===== config.mk =====
export PLATFORM = sky130hd
export DESIGN_NAME = ram_ctrl
export DESIGN_NICKNAME = d
export VERILOG_FILES = /design/src/rtl/ram_ctrl_pkg.sv /design/src/rtl/ram_ctrl_wait_cnt.sv /design/src/rtl/ram_ctrl.sv
export SDC_FILE = /design/constraint.sdc
export NUM_CORES = 1
export LEC_CHECK = 0
export ABC_AREA = 1
export BUFFER_PORTS_ARGS = -buffer_cell sky130_fd_sc_hd__buf_4
export CAP_MARGIN = 25
export CORE_ASPECT_RATIO = 0.8
export CORE_MARGIN = 1
export CORE_UTILIZATION = 45
export DETAILED_ROUTE_END_ITERATION = 7
export PLACE_DENSITY = 0.86
export SYNTH_ARGS = -nofsm -noshare
export SYNTH_HDL_FRONTEND = slang
export SYNTH_SLANG_ARGS = --single-unit
export TNS_END_PERCENT = 10

===== constraint.sdc =====
create_clock -name clk -period 1.4 [get_ports clk]
set_input_delay 0.14 -clock clk [delete_from_list [all_inputs] [get_ports clk]]
set_output_delay 0.14 -clock clk [all_outputs]
set_load 0.01 [all_outputs]

===== src/rtl/ram_ctrl_pkg.sv =====
// ---------------------------------------------------------------------------
// ram_ctrl_pkg
// Purpose : Shared definitions for the ram_ctrl block. Holds the default
//           parameter values and the controller state encoding.
// Ports   : none (package)
// Config  : RAM_CTRL_WAIT_EN (used by ram_ctrl.sv) enables the WAIT state.
// ---------------------------------------------------------------------------
package ram_ctrl_pkg;

    localparam int ADDR_WIDTH_DEF  = 16;
    localparam int DATA_WIDTH_DEF  = 16;
    localparam int WAIT_CYCLES_DEF = 4;

    // Controller states, 3-bit encoding.
    typedef enum logic [2:0] {
        ST_IDLE    = 3'd0,
        ST_ACCESS  = 3'd1,
        ST_WAIT    = 3'd2,
        ST_CAPTURE = 3'd3,
        ST_DONE    = 3'd4
    } state_e;

endpackage


===== src/rtl/ram_ctrl_wait_cnt.sv =====
// ---------------------------------------------------------------------------
// ram_ctrl_wait_cnt
// Purpose : Wait-state down-counter for ram_ctrl. Loaded with a start value,
//           decremented once per cycle while enabled, stops at zero.
// Ports   :
//   clk         in  clock
//   rst_n       in  asynchronous active-low reset
//   load_i      in  load load_val_i into the counter (has priority)
//   load_val_i  in  start value
//   dec_i       in  decrement by one (saturates at zero)
//   zero_o      out counter value is zero
// Config  : only instantiated when RAM_CTRL_WAIT_EN is defined.
// ---------------------------------------------------------------------------
module ram_ctrl_wait_cnt
    import ram_ctrl_pkg::*;
#(
    parameter int CNT_W = 3
) (
    input  logic             clk,
    input  logic             rst_n,
    input  logic             load_i,
    input  logic [CNT_W-1:0] load_val_i,
    input  logic             dec_i,
    output logic             zero_o
);

    logic [CNT_W-1:0] cnt_q;
    logic [CNT_W-1:0] cnt_d;

    always_comb begin
        cnt_d = cnt_q;
        if (load_i) begin
            cnt_d = load_val_i;
        end else if (dec_i && (cnt_q != '0)) begin
            cnt_d = cnt_q - 1'b1;
        end
    end

    always_ff @(posedge clk or negedge rst_n) begin
        if (!rst_n) begin
            cnt_q <= '0;
        end else begin
            cnt_q <= cnt_d;
        end
    end

    assign zero_o = (cnt_q == '0);

endmodule


===== src/rtl/ram_ctrl.sv =====
// ---------------------------------------------------------------------------
// ram_ctrl
// Purpose : Initiator that drives a single-port synchronous RAM from a
//           valid/ready request port. One request is in flight at a time:
//           IDLE -> ACCESS -> [WAIT x WAIT_CYCLES] -> CAPTURE -> DONE -> IDLE.
// Ports   :
//   clk          in  clock
//   rst_n        in  asynchronous active-low reset
//   req_valid    in  request present
//   req_ready    out high in IDLE; accept = req_valid && req_ready
//   req_wr       in  1 = write, 0 = read
//   req_addr     in  word address
//   req_wdata    in  write data
//   rsp_valid    out one-cycle completion pulse (DONE state)
//   rsp_rdata    out read result, held across writes
//   ram_en       out RAM enable
//   ram_wr_en    out RAM write enable (one cycle per write)
//   ram_addr     out RAM address
//   ram_wr_data  out RAM write data
//   ram_rd_data  in  RAM read data, valid one edge after address sampled
// Config  : define RAM_CTRL_WAIT_EN to add the WAIT state and wait counter
//           (WAIT_CYCLES extra cycles per access). Undefined: fixed
//           four-cycle access, WAIT_CYCLES ignored.
// ---------------------------------------------------------------------------
module ram_ctrl
    import ram_ctrl_pkg::*;
#(
    parameter int ADDR_WIDTH  = ADDR_WIDTH_DEF,
    parameter int DATA_WIDTH  = DATA_WIDTH_DEF,
    parameter int WAIT_CYCLES = WAIT_CYCLES_DEF
) (
    input  logic                  clk,
    input  logic                  rst_n,
    input  logic                  req_valid,
    output logic                  req_ready,
    input  logic                  req_wr,
    input  logic [ADDR_WIDTH-1:0] req_addr,
    input  logic [DATA_WIDTH-1:0] req_wdata,
    output logic                  rsp_valid,
    output logic [DATA_WIDTH-1:0] rsp_rdata,
    output logic                  ram_en,
    output logic                  ram_wr_en,
    output logic [ADDR_WIDTH-1:0] ram_addr,
    output logic [DATA_WIDTH-1:0] ram_wr_data,
    input  logic [DATA_WIDTH-1:0] ram_rd_data
);

    state_e                state_q;
    state_e                state_d;
    logic                  wr_q;
    logic [ADDR_WIDTH-1:0] addr_q;
    logic [DATA_WIDTH-1:0] wdata_q;
    logic [DATA_WIDTH-1:0] rdata_q;
    logic                  accept;

    assign accept = req_valid && (state_q == ST_IDLE);

`ifdef RAM_CTRL_WAIT_EN
    // Guard the width so WAIT_CYCLES=0 still elaborates a 1-bit counter.
    localparam int CNT_W = (WAIT_CYCLES > 0) ? $clog2(WAIT_CYCLES + 1) : 1;
    // Loading WAIT_CYCLES-1 and leaving on zero gives exactly WAIT_CYCLES
    // cycles in WAIT.
    localparam logic [CNT_W-1:0] LOAD_VAL =
        CNT_W'((WAIT_CYCLES > 0) ? (WAIT_CYCLES - 1) : 0);

    logic wait_zero;
    logic wait_load;
    logic wait_dec;

    assign wait_load = (state_q == ST_ACCESS);
    assign wait_dec  = (state_q == ST_WAIT);

    ram_ctrl_wait_cnt #(
        .CNT_W (CNT_W)
    ) u_wait_cnt (
        .clk        (clk),
        .rst_n      (rst_n),
        .load_i     (wait_load),
        .load_val_i (LOAD_VAL),
        .dec_i      (wait_dec),
        .zero_o     (wait_zero)
    );
`endif

    // State register, request latches and response data.
    always_ff @(posedge clk or negedge rst_n) begin
        if (!rst_n) begin
            state_q <= ST_IDLE;
            wr_q    <= 1'b0;
            addr_q  <= '0;
            wdata_q <= '0;
            rdata_q <= '0;
        end else begin
            state_q <= state_d;
            if (accept) begin
                wr_q    <= req_wr;
                addr_q  <= req_addr;
                wdata_q <= req_wdata;
            end
            // RAM output is valid during CAPTURE; writes leave it untouched.
            if ((state_q == ST_CAPTURE) && !wr_q) begin
                rdata_q <= ram_rd_data;
            end
        end
    end

    // Next-state logic.
    always_comb begin
        state_d = state_q;
        case (state_q)
            ST_IDLE: begin
                if (accept) begin
                    state_d = ST_ACCESS;
                end
            end
            ST_ACCESS: begin
`ifdef RAM_CTRL_WAIT_EN
                state_d = (WAIT_CYCLES > 0) ? ST_WAIT : ST_CAPTURE;
`else
                state_d = ST_CAPTURE;
`endif
            end
`ifdef RAM_CTRL_WAIT_EN
            ST_WAIT: begin
                if (wait_zero) begin
                    state_d = ST_CAPTURE;
                end
            end
`endif
            ST_CAPTURE: state_d = ST_DONE;
            ST_DONE:    state_d = ST_IDLE;
            default:    state_d = ST_IDLE;
        endcase
    end

    // Outputs. Reads keep the RAM enabled with a stable address until the
    // data has been captured; writes only touch the RAM in ACCESS.
    always_comb begin
        req_ready = 1'b0;
        rsp_valid = 1'b0;
        ram_en    = 1'b0;
        ram_wr_en = 1'b0;
        case (state_q)
            ST_IDLE: begin
                req_ready = 1'b1;
            end
            ST_ACCESS: begin
                ram_en    = 1'b1;
                ram_wr_en = wr_q;
            end
            ST_WAIT, ST_CAPTURE: begin
                ram_en = !wr_q;
            end
            ST_DONE: begin
                rsp_valid = 1'b1;
            end
            default: begin
                req_ready = 1'b0;
            end
        endcase
    end

    assign ram_addr    = addr_q;
    assign ram_wr_data = wdata_q;
    assign rsp_rdata   = rdata_q;

endmodule


Word-level counts from Yosys, hierarchy flattened --
Index checks and enable logic that the tools add are counted.
Word-level totals: bits in registers 52, bits of input ports 52, output and inout port bits 52, word-level logic and storage cells 21
Operators by class: equality and inequality tests 5, multiplexer cells 6, reduce and logical (&&, ||, !) cells 5
Operators by type and width (number):
- case mux 3 bit (3 select lines) | 1
- equality test 3 x 2 -> 1 bit (second input constant) | 2
- equality test 3 x 1 -> 1 bit (second input constant) | 1
- equality test 3 bit (second input constant) | 1
- logical NOT 3 bit | 1
- 2-to-1 mux 1 bit | 3
- 2-to-1 mux 3 bit | 1
- logical AND 1 bit | 2
- inequality test 2 bit (second input constant) | 1
- case mux 1 bit (2 select lines) | 1
- OR reduction 2 bit | 1
- logical NOT 1 bit | 1

Logic depth before layout (Yosys ltp) --
Gate-level depths: netlist (run 1).
word-level depth 4, mapped depth 6, depth with buffers taken out 5

Least setup slack after synthesis (run 1) --
No wires, ideal clock.
kind flip-flop to output port, start register wr_q, end output port ram_en, arrival time 0.997 ns, data required time 1.260 ns, slack 0.263 ns, cell stages (with the launch flop) 5, path buffers 1, cells stage by stage dfrtp_1 inv_2 buf_1 nand3_1 nand2_1
On the way: word-level cells in the longest chain between the ends 2
Ends and longest elaborated chain:
- start: declaration | line ram_ctrl.sv:50 | logic wr_q;
- start signal: assignment | line ram_ctrl.sv:96 | wr_q <= req_wr;
- logical NOT 1 bit | line ram_ctrl.sv:152 | ram_en = !wr_q;
- case mux 1 bit (2 select lines) | line ram_ctrl.sv:143 | case (state_q)
- end: declaration | line ram_ctrl.sv:41 | output logic ram_en,
Every way passes these cells.

Final worst setup path (run 1) --
start register state_q[2], end output port ram_en
On the way: word-level cells in the longest chain between the ends 3, elaborated cells on any way between the ends 5, those cells by class eq/ne: 3; mux: 1; reduce/logical: 1
Ends and longest elaborated chain:
- start: declaration | line ram_ctrl.sv:48 | state_e state_q;
- start signal: assignment | line ram_ctrl.sv:94 | state_q <= state_d;
- equality test 3 x 2 -> 1 bit | line ram_ctrl.sv:143
- OR reduction 2 bit | line ram_ctrl.sv:143
- case mux 1 bit (2 select lines) * | line ram_ctrl.sv:143
Every way passes the cells marked *; elsewhere a longest branch is shown, timed or not.

==> run_summary.xml, run 1 <==
<?xml version="1.0" encoding="UTF-8"?>
<metrics>
  <group name="routing">
    <metric name="totalWireLength" unit="µm">5370</metric>
    <metric name="dr_total_vias" unit="">2017</metric>
    <metric name="drt-pass1-iter-count" unit="">4</metric>
    <metric name="avgRoutedWirePerCell" unit="µm">13.4</metric>
    <metric name="viasPerCell" unit="">5.04</metric>
    <metric name="antenna_violating_nets_left" unit="">0</metric>
    <metric name="detail_route.drc_violations" unit="">0</metric>
    <metric name="iter_0_drt_violations" unit="">52</metric>
  </group>
  <group name="cells_and_area">
    <metric name="nets_final" unit="">391</metric>
    <metric name="fin_area" unit="µm²">3110</metric>
    <metric name="area.growth.synth_to_final" unit="%">45.3</metric>
    <metric name="ratio_of_cells_with_drive_above_1_in_the_final_layout" unit="%">39.7</metric>
    <metric name="antenna_cells_inserted" unit="">0</metric>
  </group>
  <group name="critical_path">
    <metric name="path_max_fanout" unit="">3</metric>
    <metric name="worst-endpoint-arrival" unit="ps">1210</metric>
    <metric name="worst_ep_required_time" unit="ps">1260</metric>
    <metric name="delay_contributed_by_the_slowest_stage_of_the_critical_path" unit="ps">440</metric>
    <metric name="cp-end-kind" unit="">primary output</metric>
    <metric name="worst_path_max_delay_cell" unit="">sky130_fd_sc_hd__dfrtp_2</metric>
    <metric name="cpLargestDelayFamily" unit="">flip-flops</metric>
    <metric name="setup.worst_path.start_class" unit="">register</metric>
    <metric name="worstPathCellList" unit="">buf_4, inv_2, nand3_1, nand2_1, buf_4</metric>
    <metric name="critical_path_buf_inv_count" unit="">3</metric>
    <metric name="criticalPathCategory" unit="">reg2out</metric>
    <metric name="critPathMostFrequentCell" unit="">sky130_fd_sc_hd__buf_4</metric>
  </group>
  <group name="sta">
    <metric name="tightestPinTransition" unit="ps">637</metric>
    <metric name="finalCritPeriodShare" unit="%">96.6</metric>
    <metric name="timing.final.max_slew_violations" unit="">0</metric>
    <metric name="whs" unit="ps">85.9</metric>
    <metric name="clock.fmax" unit="MHz">739</metric>
    <metric name="min_period" unit="ps">1350</metric>
    <metric name="setup_repair_after_global_routing_missed_its_margin" unit="">yes</metric>
    <metric name="headroom_to_the_max_slew_limit" unit="%">57.5</metric>
    <metric name="fin_skew" unit="ps">5.57</metric>
    <metric name="hold_viol" unit="">0</metric>
    <metric name="postLayoutSetupSlackWorst" unit="ps">47.5</metric>
    <metric name="finalSetupViolCount" unit="">0</metric>
  </group>
  <group name="grt">
    <metric name="grt_pass1_wl" unit="µm">8910</metric>
    <metric name="grt_util_all_layers" unit="%">22.7</metric>
    <metric name="vias_in_the_first_global_route" unit="">1969</metric>
    <metric name="pin_count_of_the_biggest_net_entering_global_routing" unit="">53</metric>
    <metric name="global_route.overflow_total" unit="">0</metric>
    <metric name="number_of_antenna_violations_at_the_first_check_in_global_routing" unit="">0</metric>
  </group>
  <group name="power">
    <metric name="power.leakage" unit="nW">1.72</metric>
    <metric name="max-vdd-ir-drop" unit="mV">1.11</metric>
    <metric name="power_density" unit="nW/µm²">2250</metric>
  </group>
  <group name="clocking">
    <metric name="numCtsBuffers" unit="">5</metric>
    <metric name="cts_tree" unit="">yes</metric>
    <metric name="clk_pin_slew" unit="ps">80</metric>
    <metric name="cts_buffer_depth" unit="">2</metric>
    <metric name="htree_levels" unit="">2</metric>
    <metric name="count_of_clock_tree_sinks" unit="">52</metric>
    <metric name="cts.root.buffer_cell" unit="">sky130_fd_sc_hd__clkbuf_8</metric>
    <metric name="clock_latency" unit="ps">290</metric>
  </group>
  <group name="floorplanning">
    <metric name="num_rows" unit="">22</metric>
    <metric name="floorplan.initialDensity" unit="%">46.9</metric>
    <metric name="die_w" unit="µm">79.1</metric>
    <metric name="design.core.area" unit="µm²">4570</metric>
    <metric name="floorplan.die.height" unit="µm">63.7</metric>
    <metric name="floorplan.io_pins" unit="">104</metric>
    <metric name="dieArea" unit="µm²">5040</metric>
  </group>
  <group name="place">
    <metric name="dp_slack" unit="ps">230</metric>
    <metric name="place_hpwl" unit="µm">3820</metric>
    <metric name="postPlaceCellArea" unit="µm²">2970</metric>
    <metric name="placement.io_buffers" unit="">103</metric>
    <metric name="globalplace.congestion" unit="">0.749</metric>
  </group>
  <group name="synthesis">
    <metric name="synth-seq-area-share" unit="%">60.8</metric>
    <metric name="synth.net_count" unit="">284</metric>
    <metric name="post_synth_num_cell_types" unit="">17</metric>
    <metric name="netlist_instances" unit="">232</metric>
    <metric name="ys_ff_latch" unit="">52</metric>
    <metric name="yosysWarnings" unit="">0</metric>
    <metric name="synth.avg_cell_area" unit="µm²">9.23</metric>
    <metric name="area_of_the_mapped_netlist" unit="µm²">2140</metric>
  </group>
  <group name="status">
    <metric name="status" unit="">complete, no violations</metric>
  </group>
  <group name="job">
    <metric name="max-cap-violations" unit="">0</metric>
  </group>
  <group name="worst_hold_path">
    <metric name="holdCritPathClass" unit="">in2reg</metric>
  </group>
</metrics>
-- sequential cells by signal, summed over array words and instances (netlist names) --
name / count
wr_q: 1
ram_wr_data: 16
rsp_rdata: 16
state_q: 3
ram_addr: 16
-- routing by layer --
| layer | track usage, % | routed length (µm) | up-vias |
|---|---|---|---|
| met5 | 0 | 0 | - |
| met4 | 5.45 | 31 | 0 |
| met3 | 4.49 | 320 | 4 |
| met2 | 39.3 | 2730 | 76 |
| met1 | 29.2 | 2290 | 954 |
| li1 | - | - | 983 |
-- stage by stage --
| step | total power, mW | TNS [ps] | util, % | std cells |
|---|---|---|---|---|
| detailed placement | 6.08 | 0 | 65.1 | 388 |
| CTS | 6.99 | 0 | 67.7 | 399 |
| global route | 7.54 | -56.8 | 68.1 | 400 |
| floorplan | 4.39 | 0 | - | 232 |
| finish | 6.98 | 0 | 68.1 | 400 |
| global placement | 5.96 | 0 | 65.1 | 388 |
-- where the power goes --
| group | switching [mW] | leakage, nW | internal (mW) | total, mW |
|---|---|---|---|---|
| logic | 1.85 | 1.03 | 1.59 | 3.44 |
| registers | 0.466 | 0.642 | 2.23 | 2.70 |
| clock network | 0.442 | 0.0455 | 0.404 | 0.846 |
| total | 2.75 | 1.72 | 4.23 | 6.98 |
-- worst paths after layout --
check	startpoint	endpoint	slack [ps]	depth (start not counted)
max in group asynchronous	rst_n	state_q[1]$_DFFE_PN0P_	520	2
hold / removal	ram_rd_data[7]	rsp_rdata[7]$_DFFE_PN0P_	90	3
hold reg to reg	ram_wr_data[2]$_DFFE_PN0P_	ram_wr_data[2]$_DFFE_PN0P_	480	2
min in group asynchronous	rst_n	rsp_rdata[1]$_DFFE_PN0P_	420	2
setup / recovery	state_q[2]$_DFFE_PN0P_	ram_en	50	5
setup reg to reg	state_q[2]$_DFFE_PN0P_	rsp_rdata[3]$_DFFE_PN0P_	160	5
-- Yosys cell counts --
cell / number / share of area, %
sky130_fd_sc_hd__clkbuf_1: 6 / 1.1
sky130_fd_sc_hd__clkbuf_2: 1 / 0.23
sky130_fd_sc_hd__nand3_2: 1 / 0.47
sky130_fd_sc_hd__nand3_1: 17 / 4.0
sky130_fd_sc_hd__nand2_1: 101 / 18
sky130_fd_sc_hd__nor3_1: 2 / 0.47
sky130_fd_sc_hd__dfrtp_1: 52 / 61
sky130_fd_sc_hd__nand2_4: 1 / 0.53
sky130_fd_sc_hd__inv_1: 2 / 0.35
sky130_fd_sc_hd__nor2_4: 2 / 1.1
sky130_fd_sc_hd__buf_1: 1 / 0.18
sky130_fd_sc_hd__buf_6: 2 / 1.1
sky130_fd_sc_hd__inv_2: 2 / 0.35
sky130_fd_sc_hd__buf_2: 6 / 1.4
sky130_fd_sc_hd__nand4_1: 33 / 9.6
sky130_fd_sc_hd__nor2_1: 1 / 0.18
sky130_fd_sc_hd__nand2_2: 2 / 0.58
-- logic make-up after synthesis --
kind of cell           count (synthesis)  share of synthesized area (%)
buffers and inverters                 20                           4.62
flip-flops                            52                           60.8
AND/OR/NAND/NOR                      160                           34.6
-- what timing repair did --
action	CTS	global route
hold buffers	1	0
gates resized for setup	3	4
hold endpoints to repair	52	0
endpoints found under the setup margin	2	4
pin swaps	1	1
buffers inserted	2	1
-- cell usage in the layout (no fill, tap or decap) --
master	Yosys	layout
sky130_fd_sc_hd__buf_4	0	115
sky130_fd_sc_hd__nand2_1	101	100
sky130_fd_sc_hd__dfrtp_1	52	50
sky130_fd_sc_hd__nand4_1	33	33
sky130_fd_sc_hd__nand3_1	17	17
sky130_fd_sc_hd__clkbuf_8	0	6
sky130_fd_sc_hd__nand2_2	2	3
sky130_fd_sc_hd__inv_2	2	2
sky130_fd_sc_hd__nor2_4	2	2
sky130_fd_sc_hd__clkbuf_1	6	2
sky130_fd_sc_hd__dfrtp_2	0	2
sky130_fd_sc_hd__inv_4	0	1
sky130_fd_sc_hd__nor3_2	0	1
sky130_fd_sc_hd__nor2_2	0	1
sky130_fd_sc_hd__nor3_1	2	1
sky130_fd_sc_hd__nand3_2	1	1
sky130_fd_sc_hd__nand2_4	1	1
sky130_fd_sc_hd__inv_1	2	1
sky130_fd_sc_hd__dlygate4sd3_1	0	1
-- area by class of cell --
| class | instances | area [µm²] |
|---|---|---|
| Fill cell | 384 | 1460 |
| Timing Repair Buffer | 116 | 873 |
| Inverter | 4 | 17.5 |
| Clock buffer | 8 | 90.1 |
| Tap cell | 60 | 75.1 |
| Sequential cell | 52 | 1300 |
| Multi-Input combinational cell | 160 | 751 |
-- tightest hold or removal path: stages --
cell	delay, ps
sky130_fd_sc_hd__buf_4	80
sky130_fd_sc_hd__nand3_1	60
sky130_fd_sc_hd__nand2_1	60
Power figures use the tool's default switching activity.
==> run 2: changes to the inputs <==
--- a/config.mk
+++ b/config.mk
@@ -13,6 +13,7 @@
 export CORE_UTILIZATION = 45
 export DETAILED_ROUTE_END_ITERATION = 7
 export PLACE_DENSITY = 0.86
+export RECOVER_POWER = 100
 export SYNTH_ARGS = -nofsm -noshare
 export SYNTH_HDL_FRONTEND = slang
 export SYNTH_SLANG_ARGS = --single-unit
==> run_summary.xml, run 2 (synthesis results as in run 1) <==
<?xml version="1.0" encoding="UTF-8"?>
<metrics>
  <group name="cells_and_area">
    <metric name="mostFrequentLayoutCells" unit="">sky130_fd_sc_hd__buf_4, sky130_fd_sc_hd__nand2_1, sky130_fd_sc_hd__dfrtp_1</metric>
    <metric name="area.growth.synth_to_final" unit="%">45.2</metric>
    <metric name="postLayoutCoreUtil" unit="%">68.0</metric>
    <metric name="instances_no_fill" unit="">400</metric>
    <metric name="layout_commonest_cell" unit="">sky130_fd_sc_hd__buf_4</metric>
    <metric name="multiInputGateArea" unit="µm²">751</metric>
    <metric name="nets_final" unit="">391</metric>
    <metric name="antenna_cells_inserted" unit="">0</metric>
    <metric name="fillers" unit="">384</metric>
    <metric name="sequential_cell_area" unit="µm²">1300</metric>
    <metric name="ratio_of_cells_with_drive_above_1_in_the_final_layout" unit="%">39.4</metric>
  </group>
  <group name="grt">
    <metric name="grt_pass1_wl" unit="µm">8910</metric>
    <metric name="number_of_antenna_violations_at_the_first_check_in_global_routing" unit="">0</metric>
    <metric name="pin_count_of_the_biggest_net_entering_global_routing" unit="">53</metric>
    <metric name="global_route.overflow_total" unit="">0</metric>
    <metric name="grt_util_all_layers" unit="%">22.7</metric>
    <metric name="vias_in_the_first_global_route" unit="">1969</metric>
  </group>
  <group name="worst_hold_path">
    <metric name="min_from" unit="">ram_rd_data[7]</metric>
    <metric name="min_delay_path_depth" unit="">3</metric>
    <metric name="holdCritPathClass" unit="">in2reg</metric>
  </group>
  <group name="critical_path">
    <metric name="crit-reg2reg-launch" unit="">state_q[1]$_DFFE_PN0P_</metric>
    <metric name="cpLargestDelayFamily" unit="">flip-flops</metric>
    <metric name="worstPathCellList" unit="">buf_4, inv_2, nand3_1, nand2_1, buf_4</metric>
    <metric name="critPathLaunch" unit="">state_q[2]$_DFFE_PN0P_</metric>
    <metric name="criticalPathCategory" unit="">reg2out</metric>
    <metric name="setup.reg_to_reg.worst_slack" unit="ps">120</metric>
    <metric name="worst_r2r_endpoint" unit="">rsp_rdata[3]$_DFFE_PN0P_</metric>
    <metric name="crit_path_end" unit="">ram_en</metric>
    <metric name="worst_path_max_delay_cell" unit="">sky130_fd_sc_hd__dfrtp_2</metric>
    <metric name="setup.worst_path.start_class" unit="">register</metric>
    <metric name="cell_depth_of_the_worst_setup_path" unit="">5</metric>
    <metric name="worst_ep_required_time" unit="ps">1260</metric>
    <metric name="worst-endpoint-arrival" unit="ps">1210</metric>
    <metric name="critPathMostFrequentCell" unit="">sky130_fd_sc_hd__buf_4</metric>
    <metric name="delay_contributed_by_the_slowest_stage_of_the_critical_path" unit="ps">440</metric>
    <metric name="cp-end-kind" unit="">primary output</metric>
    <metric name="path_max_fanout" unit="">3</metric>
    <metric name="reg2regPathDepth" unit="">6</metric>
    <metric name="critical_path_buf_inv_count" unit="">3</metric>
  </group>
  <group name="job">
    <metric name="max-cap-violations" unit="">0</metric>
  </group>
  <group name="routing">
    <metric name="totalWireLength" unit="µm">5370</metric>
    <metric name="avgRoutedWirePerCell" unit="µm">13.4</metric>
    <metric name="iter_0_drt_violations" unit="">52</metric>
    <metric name="drt-pass1-iter-count" unit="">4</metric>
    <metric name="dr_total_vias" unit="">2017</metric>
    <metric name="viasPerCell" unit="">5.04</metric>
    <metric name="antenna_violating_nets_left" unit="">0</metric>
    <metric name="detail_route.drc_violations" unit="">0</metric>
  </group>
  <group name="floorplanning">
    <metric name="design.core.area" unit="µm²">4570</metric>
    <metric name="num_rows" unit="">22</metric>
    <metric name="floorplan.die.height" unit="µm">63.7</metric>
    <metric name="dieArea" unit="µm²">5040</metric>
    <metric name="die_w" unit="µm">79.1</metric>
    <metric name="floorplan.initialDensity" unit="%">46.9</metric>
    <metric name="floorplan.io_pins" unit="">104</metric>
  </group>
  <group name="clocking">
    <metric name="numCtsBuffers" unit="">5</metric>
    <metric name="cts.root.buffer_cell" unit="">sky130_fd_sc_hd__clkbuf_8</metric>
    <metric name="clock_latency" unit="ps">290</metric>
    <metric name="clk_pin_slew" unit="ps">80</metric>
    <metric name="htree_levels" unit="">2</metric>
    <metric name="count_of_clock_tree_sinks" unit="">52</metric>
    <metric name="cts_tree" unit="">yes</metric>
    <metric name="cts_buffer_depth" unit="">2</metric>
  </group>
  <group name="sta">
    <metric name="whs" unit="ps">85.9</metric>
    <metric name="headroom_to_the_max_slew_limit" unit="%">57.5</metric>
    <metric name="min_period" unit="ps">1350</metric>
    <metric name="clock.fmax" unit="MHz">739</metric>
    <metric name="setup_repair_after_global_routing_missed_its_margin" unit="">yes</metric>
    <metric name="fin_skew" unit="ps">5.57</metric>
    <metric name="setup_total_negative_slack" unit="ps">0</metric>
    <metric name="hold_viol" unit="">0</metric>
    <metric name="finalSetupViolCount" unit="">0</metric>
    <metric name="finalCritPeriodShare" unit="%">96.6</metric>
    <metric name="timing.final.max_slew_violations" unit="">0</metric>
    <metric name="tightestPinTransition" unit="ps">637</metric>
  </group>
  <group name="power">
    <metric name="p_int" unit="mW">4.23</metric>
    <metric name="max-vdd-ir-drop" unit="mV">1.11</metric>
    <metric name="switching_share" unit="%">39.4</metric>
    <metric name="power.leakage" unit="nW">1.72</metric>
    <metric name="pwr-share-seq" unit="%">38.6</metric>
    <metric name="power_frac_comb" unit="%">49.3</metric>
    <metric name="power_density" unit="nW/µm²">2250</metric>
    <metric name="clock_power_share" unit="%">12.1</metric>
    <metric name="switching_power" unit="mW">2.75</metric>
  </group>
  <group name="place">
    <metric name="place_hpwl" unit="µm">3820</metric>
    <metric name="placement.io_buffers" unit="">103</metric>
    <metric name="dpl.cell_count" unit="">388</metric>
    <metric name="globalplace.congestion" unit="">0.749</metric>
  </group>
  <group name="status">
    <metric name="status" unit="">complete, no violations</metric>
  </group>
</metrics>
[run 2: cell count changes in the layout (fill, tap and decap cells not counted)]
| cell | before | now |
|---|---|---|
| sky130_fd_sc_hd__dfrtp_2 | 2 | 1 |
| sky130_fd_sc_hd__dfrtp_1 | 50 | 51 |
[run 2: power groups by stage]
stage / logic, mW / clock network, mW / registers [mW]
global placement: 3.27 / 0 / 2.68
detailed placement: 3.38 / 0 / 2.70
finish: 3.44 / 0.846 / 2.69
CTS: 3.43 / 0.875 / 2.68
global route: 3.82 / 0.942 / 2.77
floorplan: 1.42 / 0 / 2.97
[run 2: layout make-up]
cell class,instances,share of cell area [%]
sequential,52,41.9
multi-input combinational,160,24.1
inverter,4,0.563
clock buffer,8,2.90
tap,60,2.41
timing repair buffer,116,28.1
[run 2: metal layers]
| layer | global-route usage (%) | up-vias | share of wire [%] |
|---|---|---|---|
| met5 | 0 | - | 0 |
| met4 | 5.45 | 0 | 0.58 |
| met3 | 4.49 | 4 | 6.0 |
| met2 | 39.3 | 76 | 51 |
| met1 | 29.2 | 954 | 43 |
| li1 | - | 983 | - |
[run 2: how the worst min path moves through the flow]
stage and end:
6_report rsp_rdata[7]$_DFFE_PN0P_, 4_1_cts rsp_rdata[0]$_DFFE_PN0P_, 2_1_floorplan ram_addr[0]$_DFFE_PN0P_, 5_1_grt rsp_rdata[5]$_DFFE_PN0P_
3_5_place_dp rsp_rdata[1]$_DFFE_PN0P_, 3_3_place_gp rsp_rdata[1]$_DFFE_PN0P_
[run 2: stage by stage]
step / total power, mW / setup WS, ps / cell area, µm²
floorplan: 4.39 / 263 / 2140
global placement: 5.96 / 256 / 2970
detailed placement: 6.08 / 230 / 2970
CTS: 6.99 / 6.51 / 3090
global route: 7.53 / -29.8 / 3110
finish: 6.98 / 47.5 / 3110
[run 2: worst register-to-register path, stage by stage, from the launching register on]
cell and delay (ps):
sky130_fd_sc_hd__dfrtp_1 450, sky130_fd_sc_hd__buf_4 150, sky130_fd_sc_hd__nand2_2 60, sky130_fd_sc_hd__nor2_4 170, sky130_fd_sc_hd__buf_4 210, sky130_fd_sc_hd__nand3_1 100, sky130_fd_sc_hd__nand2_1 80
[run 2: timing repair]
action / CTS / global route
buffers inserted: 2 / 1
endpoints found under the setup margin: 2 / 4
endpoints found under the hold margin: 52 / 0
hold buffers: 1 / 0
pin swaps: 1 / 1
cloned: 0 / 0
resized for setup: 3 / 4
==> run 3: changes to the inputs <==
--- a/config.mk
+++ b/config.mk
@@ -10,9 +10,10 @@
 export CAP_MARGIN = 25
 export CORE_ASPECT_RATIO = 0.8
 export CORE_MARGIN = 1
-export CORE_UTILIZATION = 45
+export CORE_UTILIZATION = 47
+export CTS_BUF_LIST = sky130_fd_sc_hd__clkbuf_8
 export DETAILED_ROUTE_END_ITERATION = 7
-export PLACE_DENSITY = 0.86
+export PLACE_DENSITY = 0.89
 export RECOVER_POWER = 100
 export SYNTH_ARGS = -nofsm -noshare
 export SYNTH_HDL_FRONTEND = slang
==> run_summary.xml, run 3 (synthesis results as in run 1) <==
<?xml version="1.0" encoding="UTF-8"?>
<metrics>
  <group name="routing">
    <metric name="drt-pass1-iter-count" unit="">4</metric>
    <metric name="viasPerCell" unit="">5.14</metric>
    <metric name="avgRoutedWirePerCell" unit="µm">13.6</metric>
    <metric name="antenna_violating_nets_left" unit="">0</metric>
    <metric name="totalWireLength" unit="µm">5420</metric>
    <metric name="iter_0_drt_violations" unit="">114</metric>
    <metric name="dr_total_vias" unit="">2040</metric>
    <metric name="detail_route.drc_violations" unit="">0</metric>
  </group>
  <group name="critical_path">
    <metric name="crit-reg2reg-launch" unit="">state_q[1]$_DFFE_PN0P_</metric>
    <metric name="setup.worst_path.start_class" unit="">register</metric>
    <metric name="worst_path_max_delay_cell" unit="">sky130_fd_sc_hd__dfrtp_2</metric>
    <metric name="cp-end-kind" unit="">primary output</metric>
    <metric name="criticalPathCategory" unit="">reg2out</metric>
    <metric name="critical_path_buf_inv_count" unit="">2</metric>
    <metric name="worstPathCellList" unit="">buf_6, nor3_2, buf_4</metric>
    <metric name="worst_r2r_endpoint" unit="">ram_addr[9]$_DFFE_PN0P_</metric>
    <metric name="setup.reg_to_reg.worst_slack" unit="ps">170</metric>
    <metric name="cpLargestDelayFamily" unit="">flip-flops</metric>
    <metric name="path_max_fanout" unit="">3</metric>
    <metric name="reg2regPathDepth" unit="">6</metric>
    <metric name="worst_ep_required_time" unit="ps">1260</metric>
    <metric name="delay_contributed_by_the_slowest_stage_of_the_critical_path" unit="ps">450</metric>
    <metric name="worst-endpoint-arrival" unit="ps">1190</metric>
  </group>
  <group name="floorplanning">
    <metric name="die_w" unit="µm">77.5</metric>
    <metric name="floorplan.die.height" unit="µm">62.4</metric>
    <metric name="dieArea" unit="µm²">4830</metric>
    <metric name="design.core.area" unit="µm²">4280</metric>
    <metric name="num_rows" unit="">21</metric>
    <metric name="floorplan.initialDensity" unit="%">50.0</metric>
    <metric name="floorplan.io_pins" unit="">104</metric>
  </group>
  <group name="place">
    <metric name="globalplace.congestion" unit="">0.745</metric>
    <metric name="place_hpwl" unit="µm">3870</metric>
    <metric name="placement.io_buffers" unit="">103</metric>
    <metric name="postPlaceCellArea" unit="µm²">2980</metric>
  </group>
  <group name="clocking">
    <metric name="cts_buffer_depth" unit="">2</metric>
    <metric name="count_of_clock_tree_sinks" unit="">52</metric>
    <metric name="numCtsBuffers" unit="">5</metric>
    <metric name="cts_tree" unit="">yes</metric>
    <metric name="clock_latency" unit="ps">290</metric>
    <metric name="htree_levels" unit="">2</metric>
    <metric name="clk_pin_slew" unit="ps">90</metric>
    <metric name="cts.root.buffer_cell" unit="">sky130_fd_sc_hd__clkbuf_8</metric>
  </group>
  <group name="grt">
    <metric name="vias_in_the_first_global_route" unit="">1950</metric>
    <metric name="grt_util_all_layers" unit="%">23.4</metric>
    <metric name="pin_count_of_the_biggest_net_entering_global_routing" unit="">53</metric>
    <metric name="number_of_antenna_violations_at_the_first_check_in_global_routing" unit="">0</metric>
    <metric name="global_route.overflow_total" unit="">0</metric>
    <metric name="grt_pass1_wl" unit="µm">8800</metric>
  </group>
  <group name="cells_and_area">
    <metric name="fin_area" unit="µm²">3110</metric>
    <metric name="fillers" unit="">328</metric>
    <metric name="mostFrequentLayoutCells" unit="">sky130_fd_sc_hd__buf_4, sky130_fd_sc_hd__nand2_1, sky130_fd_sc_hd__dfrtp_1</metric>
    <metric name="antenna_cells_inserted" unit="">0</metric>
    <metric name="nets_final" unit="">391</metric>
    <metric name="area.growth.synth_to_final" unit="%">45.1</metric>
    <metric name="layout_commonest_cell" unit="">sky130_fd_sc_hd__buf_4</metric>
    <metric name="ratio_of_cells_with_drive_above_1_in_the_final_layout" unit="%">39.4</metric>
  </group>
  <group name="sta">
    <metric name="headroom_to_the_max_slew_limit" unit="%">57.7</metric>
    <metric name="tightestPinTransition" unit="ps">635</metric>
    <metric name="finalSetupViolCount" unit="">0</metric>
    <metric name="min_period" unit="ps">1330</metric>
    <metric name="setup_total_negative_slack" unit="ps">0</metric>
    <metric name="setup_repair_after_global_routing_missed_its_margin" unit="">yes</metric>
    <metric name="hold_viol" unit="">0</metric>
    <metric name="fin_skew" unit="ps">11.0</metric>
    <metric name="finalCritPeriodShare" unit="%">95.3</metric>
    <metric name="timing.final.max_slew_violations" unit="">0</metric>
    <metric name="clock.fmax" unit="MHz">750</metric>
    <metric name="whs" unit="ps">70.4</metric>
  </group>
  <group name="status">
    <metric name="status" unit="">complete, no violations</metric>
  </group>
  <group name="power">
    <metric name="power_density" unit="nW/µm²">2240</metric>
    <metric name="p_total" unit="mW">6.96</metric>
    <metric name="max-vdd-ir-drop" unit="mV">1.35</metric>
    <metric name="power.leakage" unit="nW">1.73</metric>
  </group>
  <group name="worst_hold_path">
    <metric name="hold-path-endpoint" unit="">rsp_rdata[8]$_DFFE_PN0P_</metric>
    <metric name="holdCritPathClass" unit="">in2reg</metric>
    <metric name="min_from" unit="">ram_rd_data[8]</metric>
    <metric name="min_delay_path_depth" unit="">3</metric>
  </group>
  <group name="job">
    <metric name="max-cap-violations" unit="">0</metric>
  </group>
</metrics>
==> run 3: worst register-to-register path: cells and delay by family, from the launching register on <==
| family | cells | cell delay (ps) |
|---|---|---|
| buf+inv | 2 | 340 |
| flops | 1 | 460 |
| simple gates | 4 | 340 |
==> run 3: layout make-up <==
| type | instances | area (µm²) | area share, % |
|---|---|---|---|
| Multi-Input combinational cell | 160 | 751 | 24.2 |
| Sequential cell | 52 | 1300 | 42.0 |
| Inverter | 4 | 17.5 | 0.564 |
| Clock inverter | 3 | 16.3 | 0.524 |
| Tap cell | 57 | 71.3 | 2.30 |
| Clock buffer | 5 | 68.8 | 2.22 |
| Timing Repair Buffer | 116 | 877 | 28.2 |
==> run 3: how the worst max path moves through the flow <==
stage | slack (ps) | from | end | cells after the start
2_1_floorplan | 260 | wr_q$_DFFE_PN0P_ | ram_en | 4
3_3_place_gp | 250 | state_q[2]$_DFFE_PN0P_ | ram_wr_en | 4
3_5_place_dp | 210 | state_q[2]$_DFFE_PN0P_ | ram_wr_data[7]$_DFFE_PN0P_ | 5
4_1_cts | 10 | state_q[2]$_DFFE_PN0P_ | ram_wr_en | 4
5_1_grt | 2 | state_q[2]$_DFFE_PN0P_ | rsp_valid | 4
6_report | 70 | state_q[2]$_DFFE_PN0P_ | req_ready | 3
==> run 3: per-layer routing <==
layer	GRT usage, %	wire (µm)
met5	0	0
met4	6.37	46
met3	5.44	309
met2	40.4	2730
met1	29.5	2330
==> run 3: power breakdown <==
group | switching (mW) | internal (mW) | total (mW)
sequential | 0.474 | 2.23 | 2.70
clock | 0.461 | 0.344 | 0.805
combinational | 1.85 | 1.60 | 3.45
total | 2.79 | 4.17 | 6.96
==> run 3: metrics by stage <==
| stage | setup WS [ps] | std cells | util, % |
|---|---|---|---|
| final | 66.4 | 397 | 72.5 |
| after global routing | 1.92 | 397 | 72.5 |
| after CTS | 11.9 | 396 | 72.0 |
| after detailed placement | 207 | 386 | 69.5 |
| after global placement | 253 | 386 | 69.5 |
| after floorplan | 263 | 232 | - |
==> run 3: what timing repair did <==
action / 4_1_cts / 5_1_grt
setup buffers: 1 / 1
resized for setup: 3 / 4
hold buffers: 1 / 0
endpoints found under the hold margin: 52 / 0
pin swaps: 0 / 1
setup endpoints to repair: 2 / 4
